**src/rtl/addr_range_sched_if.sv**
```systemverilog
// addr_range_sched_if: requester, host-config, comparator and status signals of the
// address-range scheduler, bundled into one interface.
// slave  = the scheduler's view of the bundle.
// master = the environment's view (requesters, host and comparator).
interface addr_range_sched_if #(
    parameter int NUM_REQ    = 4,
    parameter int CFG_WIDTH  = 10,
    parameter int FLAG_WIDTH = 32
);
    // lookup requesters
    logic [NUM_REQ-1:0]          req_valid;
    logic [NUM_REQ-1:0][63:0]    req_addr;
    logic [NUM_REQ-1:0]          req_ready;
    logic [NUM_REQ-1:0]          rsp_valid;
    logic                        rsp_hit;
    logic [FLAG_WIDTH-1:0]       rsp_flags;
    // host rule writes
    logic                        host_cfg_valid;
    logic                        host_cfg_ready;
    logic [CFG_WIDTH-1:0]        host_cfg_address;
    logic [63:0]                 host_cfg_writedata;
    logic [7:0]                  host_cfg_byteenable;
    // comparator lookup and config ports
    logic                        cmp_rx_valid;
    logic [63:0]                 cmp_rx_addr;
    logic                        cmp_tx_valid;
    logic [FLAG_WIDTH-1:0]       cmp_tx_flags;
    logic [CFG_WIDTH-1:0]        cmp_cfg_address;
    logic                        cmp_cfg_write;
    logic [63:0]                 cmp_cfg_writedata;
    logic [7:0]                  cmp_cfg_byteenable;
    // status
    logic                        busy;
    logic [31:0]                 miss_count;

    modport slave (
        input  req_valid, req_addr,
        input  host_cfg_valid, host_cfg_address, host_cfg_writedata, host_cfg_byteenable,
        input  cmp_tx_valid, cmp_tx_flags,
        output req_ready, rsp_valid, rsp_hit, rsp_flags,
        output host_cfg_ready,
        output cmp_rx_valid, cmp_rx_addr,
        output cmp_cfg_address, cmp_cfg_write, cmp_cfg_writedata, cmp_cfg_byteenable,
        output busy, miss_count
    );

    modport master (
        output req_valid, req_addr,
        output host_cfg_valid, host_cfg_address, host_cfg_writedata, host_cfg_byteenable,
        output cmp_tx_valid, cmp_tx_flags,
        input  req_ready, rsp_valid, rsp_hit, rsp_flags,
        input  host_cfg_ready,
        input  cmp_rx_valid, cmp_rx_addr,
        input  cmp_cfg_address, cmp_cfg_write, cmp_cfg_writedata, cmp_cfg_byteenable,
        input  busy, miss_count
    );
endinterface

```
**src/rtl/addr_range_sched.sv**
```systemverilog
// addr_range_sched: round-robin lookup scheduler and rule-write sequencer in front of
// the address-range comparator. Host rule writes wait for in-flight lookups to drain,
// are applied in a single cycle, and are then followed by a settle gap before lookups
// resume. Responses are routed back to their requester by a tag carried alongside the
// comparator latency.
// Optional feature: define ADDR_RANGE_SCHED_MISS_CNT_EN to enable the saturating
// miss counter. Without it, miss_count reads as zero.

// Per-requester response strobe: fires when the tag leaving the latency pipe is ours.
module addr_range_sched_lane #(
    parameter int TAG_W = 2,
    parameter int LANE  = 0
) (
    input  logic             clk,
    input  logic             reset_n,
    input  logic             i_vld,
    input  logic [TAG_W-1:0] i_tag,
    output logic             o_rsp_valid
);
    logic w_mine;
    logic r_rsp_valid;

    assign w_mine = i_vld && (i_tag == TAG_W'(LANE));

    // one-cycle registered response strobe for this requester
    always_ff @(posedge clk or negedge reset_n) begin
        if (!reset_n) r_rsp_valid <= 1'b0;
        else          r_rsp_valid <= w_mine;
    end

    assign o_rsp_valid = r_rsp_valid;
endmodule

module addr_range_sched #(
    parameter int NUM_REQ      = 4,
    parameter int NUM_REQ_LOG2 = 2,
    parameter int CFG_WIDTH    = 10,
    parameter int FLAG_WIDTH   = 32,
    parameter int LOOKUP_LAT   = 3,
    parameter int SETTLE_CYC   = 2
) (
    input  logic                 clk,
    input  logic                 reset_n,
    addr_range_sched_if.slave    bus
);
    // inflight never exceeds LOOKUP_LAT+2; leave headroom up to LOOKUP_LAT+3
    localparam int IFW = $clog2(LOOKUP_LAT + 4);
    localparam logic [NUM_REQ_LOG2-1:0] LAST_IDX = NUM_REQ_LOG2'(NUM_REQ - 1);

    typedef enum logic [1:0] {
        S_RUN    = 2'd0,
        S_DRAIN  = 2'd1,
        S_WRITE  = 2'd2,
        S_SETTLE = 2'd3
    } state_t;

    state_t                                 r_state;
    state_t                                 w_state_nxt;
    logic [3:0]                             r_settle_cnt;
    logic [NUM_REQ_LOG2-1:0]                r_rr_ptr;
    logic [IFW-1:0]                         r_inflight;

    // arbitration
    logic [NUM_REQ-1:0]                     w_grant;
    logic                                   w_grant_any;
    logic [NUM_REQ_LOG2-1:0]                w_grant_idx;
    logic [NUM_REQ_LOG2-1:0]                w_cand;
    int                                     w_sum;

    // issue + latency pipe; stage 0 is the cycle the lookup is on cmp_rx
    logic [LOOKUP_LAT:0]                    r_vld_pipe;
    logic [LOOKUP_LAT:0][NUM_REQ_LOG2-1:0]  r_tag_pipe;
    logic [63:0]                            r_cmp_rx_addr;
    logic                                   w_pipe_out;
    logic [NUM_REQ_LOG2-1:0]                w_pipe_tag;

    // response
    logic [NUM_REQ-1:0]                     w_rsp_valid;
    logic                                   r_rsp_hit;
    logic [FLAG_WIDTH-1:0]                  r_rsp_flags;

    // comparator config port
    logic                                   r_cfg_write;
    logic [CFG_WIDTH-1:0]                   r_cfg_address;
    logic [63:0]                            r_cfg_writedata;
    logic [7:0]                             r_cfg_byteenable;

    // ------------------------------------------------------------------
    // sequencer FSM
    // ------------------------------------------------------------------

    // state register and settle counter
    always_ff @(posedge clk or negedge reset_n) begin
        if (!reset_n) begin
            r_state      <= S_RUN;
            r_settle_cnt <= '0;
        end else begin
            r_state <= w_state_nxt;
            if (r_state == S_WRITE)
                r_settle_cnt <= 4'(SETTLE_CYC);
            else if (r_state == S_SETTLE)
                r_settle_cnt <= r_settle_cnt - 4'd1;
        end
    end

    // next state: a pending host write always wins over new lookups
    always_comb begin
        w_state_nxt = r_state;
        case (r_state)
            S_RUN:    if (bus.host_cfg_valid)   w_state_nxt = S_DRAIN;
            S_DRAIN:  if (r_inflight == '0)     w_state_nxt = S_WRITE;
            S_WRITE:                            w_state_nxt = S_SETTLE;
            S_SETTLE: if (r_settle_cnt == 4'd1) w_state_nxt = S_RUN;
            default:                            w_state_nxt = S_RUN;
        endcase
    end

    assign bus.busy           = (r_state != S_RUN);
    assign bus.host_cfg_ready = (r_state == S_WRITE);

    // ------------------------------------------------------------------
    // round-robin arbiter; grants only in RUN with no host write waiting
    // ------------------------------------------------------------------

    // scan requesters starting at rr_ptr, first valid one wins
    always_comb begin
        w_grant     = '0;
        w_grant_any = 1'b0;
        w_grant_idx = '0;
        w_cand      = '0;
        w_sum       = 0;
        if (r_state == S_RUN && !bus.host_cfg_valid) begin
            for (int k = 0; k < NUM_REQ; k++) begin
                w_sum = int'(r_rr_ptr) + k;
                if (w_sum >= NUM_REQ) w_sum = w_sum - NUM_REQ;
                w_cand = NUM_REQ_LOG2'(w_sum);
                if (!w_grant_any && bus.req_valid[w_cand]) begin
                    w_grant_any = 1'b1;
                    w_grant_idx = w_cand;
                end
            end
            if (w_grant_any) w_grant[w_grant_idx] = 1'b1;
        end
    end

    assign bus.req_ready = w_grant;

    // pointer moves past the winner; holds when nobody is granted
    always_ff @(posedge clk or negedge reset_n) begin
        if (!reset_n)
            r_rr_ptr <= '0;
        else if (w_grant_any)
            r_rr_ptr <= (w_grant_idx == LAST_IDX) ? '0 : w_grant_idx + 1'b1;
    end

    // ------------------------------------------------------------------
    // issue and tag pipe
    // ------------------------------------------------------------------

    // register the winning address onto the comparator lookup port
    always_ff @(posedge clk or negedge reset_n) begin
        if (!reset_n)
            r_cmp_rx_addr <= '0;
        else if (w_grant_any)
            r_cmp_rx_addr <= bus.req_addr[w_grant_idx];
    end

    // valid/tag shift register tracking the comparator latency
    always_ff @(posedge clk or negedge reset_n) begin
        if (!reset_n) begin
            r_vld_pipe <= '0;
            r_tag_pipe <= '0;
        end else begin
            r_vld_pipe <= {r_vld_pipe[LOOKUP_LAT-1:0], w_grant_any};
            r_tag_pipe <= {r_tag_pipe[LOOKUP_LAT-1:0], w_grant_idx};
        end
    end

    assign bus.cmp_rx_valid = r_vld_pipe[0];
    assign bus.cmp_rx_addr  = r_cmp_rx_addr;
    assign w_pipe_out       = r_vld_pipe[LOOKUP_LAT];
    assign w_pipe_tag       = r_tag_pipe[LOOKUP_LAT];

    // ------------------------------------------------------------------
    // response routing
    // ------------------------------------------------------------------

    for (genvar g = 0; g < NUM_REQ; g++) begin : g_lane
        addr_range_sched_lane #(
            .TAG_W (NUM_REQ_LOG2),
            .LANE  (g)
        ) u_lane (
            .clk         (clk),
            .reset_n     (reset_n),
            .i_vld       (w_pipe_out),
            .i_tag       (w_pipe_tag),
            .o_rsp_valid (w_rsp_valid[g])
        );
    end

    // shared hit/flags payload, zero whenever no response is presented
    always_ff @(posedge clk or negedge reset_n) begin
        if (!reset_n) begin
            r_rsp_hit   <= 1'b0;
            r_rsp_flags <= '0;
        end else if (w_pipe_out) begin
            r_rsp_hit   <= bus.cmp_tx_valid;
            r_rsp_flags <= bus.cmp_tx_flags;
        end else begin
            r_rsp_hit   <= 1'b0;
            r_rsp_flags <= '0;
        end
    end

    assign bus.rsp_valid = w_rsp_valid;
    assign bus.rsp_hit   = r_rsp_hit;
    assign bus.rsp_flags = r_rsp_flags;

    // outstanding lookups: granted but not yet answered
    always_ff @(posedge clk or negedge reset_n) begin
        if (!reset_n)
            r_inflight <= '0;
        else begin
            case ({w_grant_any, |w_rsp_valid})
                2'b10:   r_inflight <= r_inflight + 1'b1;
                2'b01:   r_inflight <= r_inflight - 1'b1;
                default: r_inflight <= r_inflight;
            endcase
        end
    end

    // ------------------------------------------------------------------
    // comparator rule-write port
    // ------------------------------------------------------------------

    // capture host fields on entry to WRITE so the pulse and data align
    always_ff @(posedge clk or negedge reset_n) begin
        if (!reset_n) begin
            r_cfg_write      <= 1'b0;
            r_cfg_address    <= '0;
            r_cfg_writedata  <= '0;
            r_cfg_byteenable <= '0;
        end else begin
            r_cfg_write <= (w_state_nxt == S_WRITE);
            if (w_state_nxt == S_WRITE) begin
                r_cfg_address    <= bus.host_cfg_address;
                r_cfg_writedata  <= bus.host_cfg_writedata;
                r_cfg_byteenable <= bus.host_cfg_byteenable;
            end
        end
    end

    assign bus.cmp_cfg_write      = r_cfg_write;
    assign bus.cmp_cfg_address    = r_cfg_address;
    assign bus.cmp_cfg_writedata  = r_cfg_writedata;
    assign bus.cmp_cfg_byteenable = r_cfg_byteenable;

    // ------------------------------------------------------------------
    // miss counter
    // ------------------------------------------------------------------
`ifdef ADDR_RANGE_SCHED_MISS_CNT_EN
    logic [31:0] r_miss_cnt;

    // count responses without a hit, counted as they are sampled; saturating
    always_ff @(posedge clk or negedge reset_n) begin
        if (!reset_n)
            r_miss_cnt <= '0;
        else if (w_pipe_out && !bus.cmp_tx_valid && (r_miss_cnt != 32'hFFFF_FFFF))
            r_miss_cnt <= r_miss_cnt + 32'd1;
    end

    assign bus.miss_count = r_miss_cnt;
`else
    assign bus.miss_count = '0;
`endif

endmodule

```
**src/flat_wrapper.sv**
```systemverilog
// flat-port wrapper written by rule: the top's interface ports become plain ports
module addr_range_sched_flat 
#(
    parameter int NUM_REQ      = 4,
    parameter int NUM_REQ_LOG2 = 2,
    parameter int CFG_WIDTH    = 10,
    parameter int FLAG_WIDTH   = 32,
    parameter int LOOKUP_LAT   = 3,
    parameter int SETTLE_CYC   = 2
)
  (clk, reset_n, bus_req_valid, bus_req_addr, bus_host_cfg_valid, bus_host_cfg_address, bus_host_cfg_writedata, bus_host_cfg_byteenable, bus_cmp_tx_valid, bus_cmp_tx_flags, bus_req_ready, bus_rsp_valid, bus_rsp_hit, bus_rsp_flags, bus_host_cfg_ready, bus_cmp_rx_valid, bus_cmp_rx_addr, bus_cmp_cfg_address, bus_cmp_cfg_write, bus_cmp_cfg_writedata, bus_cmp_cfg_byteenable, bus_busy, bus_miss_count);
  addr_range_sched_if #(.NUM_REQ(NUM_REQ), .CFG_WIDTH(CFG_WIDTH), .FLAG_WIDTH(FLAG_WIDTH)) bus_i ();
  input  logic clk;
  input  logic reset_n;
  input wire logic [$bits(bus_i.req_valid)-1:0] bus_req_valid;
  input wire logic [$bits(bus_i.req_addr)-1:0] bus_req_addr;
  input wire logic [$bits(bus_i.host_cfg_valid)-1:0] bus_host_cfg_valid;
  input wire logic [$bits(bus_i.host_cfg_address)-1:0] bus_host_cfg_address;
  input wire logic [$bits(bus_i.host_cfg_writedata)-1:0] bus_host_cfg_writedata;
  input wire logic [$bits(bus_i.host_cfg_byteenable)-1:0] bus_host_cfg_byteenable;
  input wire logic [$bits(bus_i.cmp_tx_valid)-1:0] bus_cmp_tx_valid;
  input wire logic [$bits(bus_i.cmp_tx_flags)-1:0] bus_cmp_tx_flags;
  output wire logic [$bits(bus_i.req_ready)-1:0] bus_req_ready;
  output wire logic [$bits(bus_i.rsp_valid)-1:0] bus_rsp_valid;
  output wire logic [$bits(bus_i.rsp_hit)-1:0] bus_rsp_hit;
  output wire logic [$bits(bus_i.rsp_flags)-1:0] bus_rsp_flags;
  output wire logic [$bits(bus_i.host_cfg_ready)-1:0] bus_host_cfg_ready;
  output wire logic [$bits(bus_i.cmp_rx_valid)-1:0] bus_cmp_rx_valid;
  output wire logic [$bits(bus_i.cmp_rx_addr)-1:0] bus_cmp_rx_addr;
  output wire logic [$bits(bus_i.cmp_cfg_address)-1:0] bus_cmp_cfg_address;
  output wire logic [$bits(bus_i.cmp_cfg_write)-1:0] bus_cmp_cfg_write;
  output wire logic [$bits(bus_i.cmp_cfg_writedata)-1:0] bus_cmp_cfg_writedata;
  output wire logic [$bits(bus_i.cmp_cfg_byteenable)-1:0] bus_cmp_cfg_byteenable;
  output wire logic [$bits(bus_i.busy)-1:0] bus_busy;
  output wire logic [$bits(bus_i.miss_count)-1:0] bus_miss_count;
  assign bus_i.req_valid = bus_req_valid;
  assign bus_i.req_addr = bus_req_addr;
  assign bus_i.host_cfg_valid = bus_host_cfg_valid;
  assign bus_i.host_cfg_address = bus_host_cfg_address;
  assign bus_i.host_cfg_writedata = bus_host_cfg_writedata;
  assign bus_i.host_cfg_byteenable = bus_host_cfg_byteenable;
  assign bus_i.cmp_tx_valid = bus_cmp_tx_valid;
  assign bus_i.cmp_tx_flags = bus_cmp_tx_flags;
  assign bus_req_ready = bus_i.req_ready;
  assign bus_rsp_valid = bus_i.rsp_valid;
  assign bus_rsp_hit = bus_i.rsp_hit;
  assign bus_rsp_flags = bus_i.rsp_flags;
  assign bus_host_cfg_ready = bus_i.host_cfg_ready;
  assign bus_cmp_rx_valid = bus_i.cmp_rx_valid;
  assign bus_cmp_rx_addr = bus_i.cmp_rx_addr;
  assign bus_cmp_cfg_address = bus_i.cmp_cfg_address;
  assign bus_cmp_cfg_write = bus_i.cmp_cfg_write;
  assign bus_cmp_cfg_writedata = bus_i.cmp_cfg_writedata;
  assign bus_cmp_cfg_byteenable = bus_i.cmp_cfg_byteenable;
  assign bus_busy = bus_i.busy;
  assign bus_miss_count = bus_i.miss_count;
  addr_range_sched #(.NUM_REQ(NUM_REQ), .NUM_REQ_LOG2(NUM_REQ_LOG2), .CFG_WIDTH(CFG_WIDTH), .FLAG_WIDTH(FLAG_WIDTH), .LOOKUP_LAT(LOOKUP_LAT), .SETTLE_CYC(SETTLE_CYC)) u_core (.clk(clk), .reset_n(reset_n), .bus(bus_i));
endmodule
```
**config.mk**
```make
export PLATFORM = sky130hd
export DESIGN_NAME = addr_range_sched_flat
export DESIGN_NICKNAME = d
export VERILOG_FILES = /design/src/rtl/addr_range_sched_if.sv /design/src/rtl/addr_range_sched.sv /design/src/flat_wrapper.sv
export SDC_FILE = /design/constraint.sdc
export NUM_CORES = 1
export LEC_CHECK = 0
export ABC_AREA = 1
export CORE_AREA = 2 2 237 239
export DETAILED_ROUTE_END_ITERATION = 12
export DIE_AREA = 0 0 239 241
export SLEW_MARGIN = 20
export SYNTH_ARGS = -nofsm -noshare
export SYNTH_HDL_FRONTEND = slang
export SYNTH_SLANG_ARGS = --single-unit
```
**constraint.sdc**
```tcl
create_clock -name clk -period 3.1 [get_ports clk]
set_input_delay 0.31 -clock clk [delete_from_list [all_inputs] [get_ports clk]]
set_output_delay 0.31 -clock clk [all_outputs]
set_load 0.03 [all_outputs]
```
==> run summary <==
crit path time final = 2850 ps
core outline area = 54880 sq um
worst hold path type = in2reg
crit path DAT = 2540 ps
placed insts = 2871
CTS H-tree lvls = 1
Die Area = 57600 sq um
Top FF cell, synth = dfrtp_1
critical path cell sequence = buf_2, nand2_1, nand2_1, nand2_2, nand2_2, nor2_4, nand3_2, nand2_8, inv_6, nand2_4, buf_12, nor2_1, buf_4
Max Root-Sink Buffers = 3
Mapped Area = 11380 sq um
worst-path fanout max = 15
CP Launch Type = flip-flop
maximum clock rate = 0.3509 GHz
WL/cell = 15.24 um
Detailed Route WL = 44.51 mm
Net Sw Frac = 43.23%
port bufs = 568
Area Overhead vs Synth = 63.09%
Initial Util = 20.73%
CP Class = reg2out
number of synthesized flops with an enable pin = 0
largest family of logic cells by synthesized area = simple AND/OR/NAND/NOR gates
Worst path slowest cell = dfrtp_2
asr flop ratio synth = 100.0%
Rel. slew slack = 41.02%
vias in the first global route = 11.85k
setup_tns = 0 ps
Worst-Margin Slew = 884.6 ps
max-capacitance violation count = 0
Psw = 0.006497 W
met3 Use GR = 3.866%
# IOs = 601
met1 usage = 17.19%
FP Rows = 86
xor/xnor share of the synthesized area = 0.1539%
Post-Syn Instances = 1669
hold path start = bus_cmp_tx_flags[3]
clock sink count = 207
power after layout = 0.01503 W
antenna viol nets, final = 0
Worst Skew = 8.648 ps
max-slew violation count = 0
Synth Area in Adders = 0.6158%
initial DRC count = 502
Global Route met2 Usage = 26.17%
CTS Buf Count = 25
Synth top area share = 45.52%
Leakage = 9.746 nW
clk slew on worst S/H paths = 60 ps
Synth Register Bits = 207
first-pass GRT wire length = 66.41 mm
Clock power frac = 20.4%
post-synthesis cell type with the largest combined area = dfrtp_1
Sequential Power Share = 29.4%
synth cell count leaders = nand2_1 (771), inv_1 (312), dfrtp_1 (207), nand3_1 (138), o21ai_1 (44)
Layout Nets = 2581
crit path capture type = output pin
initial antenna violation count = 4
Synth Area in Compound Gates = 3.420%
top post-synthesis cells by area = dfrtp_1 (46%), nand2_1 (25%), inv_1 (10%)
most common cell in the netlist = nand2_1
DRT Pass-1 Iters = 5
synth warn = 0
Critical Path RT = 2790 ps
Internal = 0.008531 W
layout cells sized above 1 = 4.242%
largest net degree at the start of global routing = 84
sequential share of the synthesized area = 45.52%
Final Cycle Share = 91.94%
DR vias = 11.96k
Die H = 241 um
VDD IR max = 377.7 uV
Worst path max stage delay = 480 ps
Final setup viols = 0
width of the die = 239 um
crit path from = u_core.r_rr_ptr[0]$_DFFE_PN0N_
final hold violation count = 0
residual DRC count = 0
Yosys cell types = 29
Layout Cells excl Fill = 2921
post-synthesis mux area share = 0%
Synth Area in Simple Gates = 32.90%
status = completed
Placer Congestion = 0.9011
HPWL Detailed = 33.52 mm
R2R Path Start = u_core.r_rr_ptr[0]$_DFFE_PN0N_
Avg Cell Area, Syn = 6.818 sq um
CTS tree = yes
GR peak layer = met2
P per Cell Area = 809.8 nW/um^2
All-Layer GR Usage = 14.69%
Vias/cell = 4.096
Logic pwr share = 50.2%
clock root buffer = clkbuf_16
GRT Residual Overflow = 0
Worst-Skew Late Latency = 540 ps
==> layout make-up <==
| class | count | area, sq um |
|---|---|---|
| antenna | 1 | 2.502 |
| clock buffer | 29 | 660.6 |
| clock inverter | 16 | 200.2 |
| fill | 5728 | 36320 |
| inverter | 317 | 1200 |
| multi-input combinational | 1053 | 4374 |
| sequential | 207 | 5182 |
| tap | 704 | 880.8 |
| timing repair buffer | 594 | 6056 |
==> logic make-up (layout without fill, tap and decap cells) <==
logic type / after synthesis / count (layout)
AND/OR/NAND/NOR: 937 / 937
adder cells (fa/ha/maj): 5 / 5
XOR/XNOR: 2 / 2
buffers and inverters: 440 / 956
AO/OA/AOI/OAI: 77 / 77
flip-flops: 207 / 207
other: 1 / 33
==> per-layer routing <==
layer,share of wire [%],up-vias
met5,0.056,-
met4,2.4,4
met3,9.0,61
met2,49,539
met1,40,5480
li1,-,5879
==> power groups by stage <==
stage | clock network, W | registers (W) | logic [W]
floorplan | 0 | 0.00617 | 0.00231
global placement | 0 | 0.00442 | 0.00746
detailed placement | 0 | 0.00445 | 0.00753
CTS | 0.00319 | 0.00444 | 0.00757
global route | 0.00330 | 0.00454 | 0.00815
finish | 0.00307 | 0.00442 | 0.00754
==> worst max-delay path: cells and delay by family (launching register included) <==
| family | cells | cell delay, ps |
|---|---|---|
| AND/OR/NAND/NOR | 9 | 880 |
| buffers and inverters | 4 | 620 |
| flip-flops | 1 | 480 |
==> flip-flops by register name, indices dropped and copies added, names as in the netlist <==
name	flops
u_core.bus.rsp_hit	1
u_core.bus.cmp_rx_addr	64
u_core.r_rr_ptr	2
u_core.r_tag_pipe	6
u_core.bus.cmp_cfg_writedata	64
u_core.g_lane.u_lane.o_rsp_valid	4
u_core.r_vld_pipe	4
u_core.r_state	2
u_core.bus.cmp_cfg_byteenable	8
u_core.r_inflight	3
u_core.bus.cmp_cfg_write	1
u_core.w_pipe_tag	2
u_core.bus.cmp_cfg_address	10
u_core.r_settle_cnt	4
u_core.bus.rsp_flags	32
==> cell usage in the layout (no fill, tap or decap), drive strengths merged, types with 2 or more instances in the layout <==
cell type | netlist | routed
clkinvlp | 0 | 2
ha | 4 | 4
clkbuf | 40 | 30
nand3 | 139 | 139
dfrtp | 207 | 207
bufinv | 0 | 4
nand2 | 778 | 778
o21ai | 70 | 70
nor3 | 5 | 5
clkdlybuf4s50 | 0 | 563
clkinv | 0 | 8
o22ai | 3 | 3
a21oi | 4 | 4
nor2 | 12 | 12
conb | 1 | 32
buf | 83 | 28
inv | 317 | 319
nand4 | 2 | 2
==> final timing paths <==
| check | slack (ps) | end | cells past startpoint |
|---|---|---|---|
| setup / recovery | 250 | bus_req_ready[3] | 13 |
| hold / removal | 300 | u_core.bus.rsp_flags[3]$_DFF_PN0_ | 3 |
| setup reg to reg | 550 | u_core.r_inflight[2]$_DFFE_PN0P_ | 14 |
| hold reg to reg | 350 | u_core.w_pipe_tag[0]$_DFF_PN0_ | 0 |
| max in group asynchronous | 1850 | u_core.r_vld_pipe[3]$_DFF_PN0_ | 3 |
| min in group asynchronous | 350 | u_core.bus.cmp_cfg_byteenable[1]$_DFFE_PN0P_ | 2 |
==> through the flow <==
step	hold slack, ps	cell area [sq um]	utilization [%]	setup WS (ps)
final	295.5	18560	33.81	250.0
after global routing	277.7	18560	33.81	-2.248
after CTS	254.8	18510	33.72	53.09
after detailed placement	334.7	17600	32.07	329.1
after global placement	332.3	17600	32.07	306.3
after floorplan	14.41	11490	-	461.4
==> repair_timing <==
action | 4_1_cts | 5_1_grt
hold endpoints to repair | 72 | 0
setup endpoints to repair | 2 | 2
gates resized for setup | 2 | 3
setup buffers | 0 | 1
cloned | 1 | 1
hold buffers | 1 | 0
No activity file was read; power rests on OpenSTA's default activity.
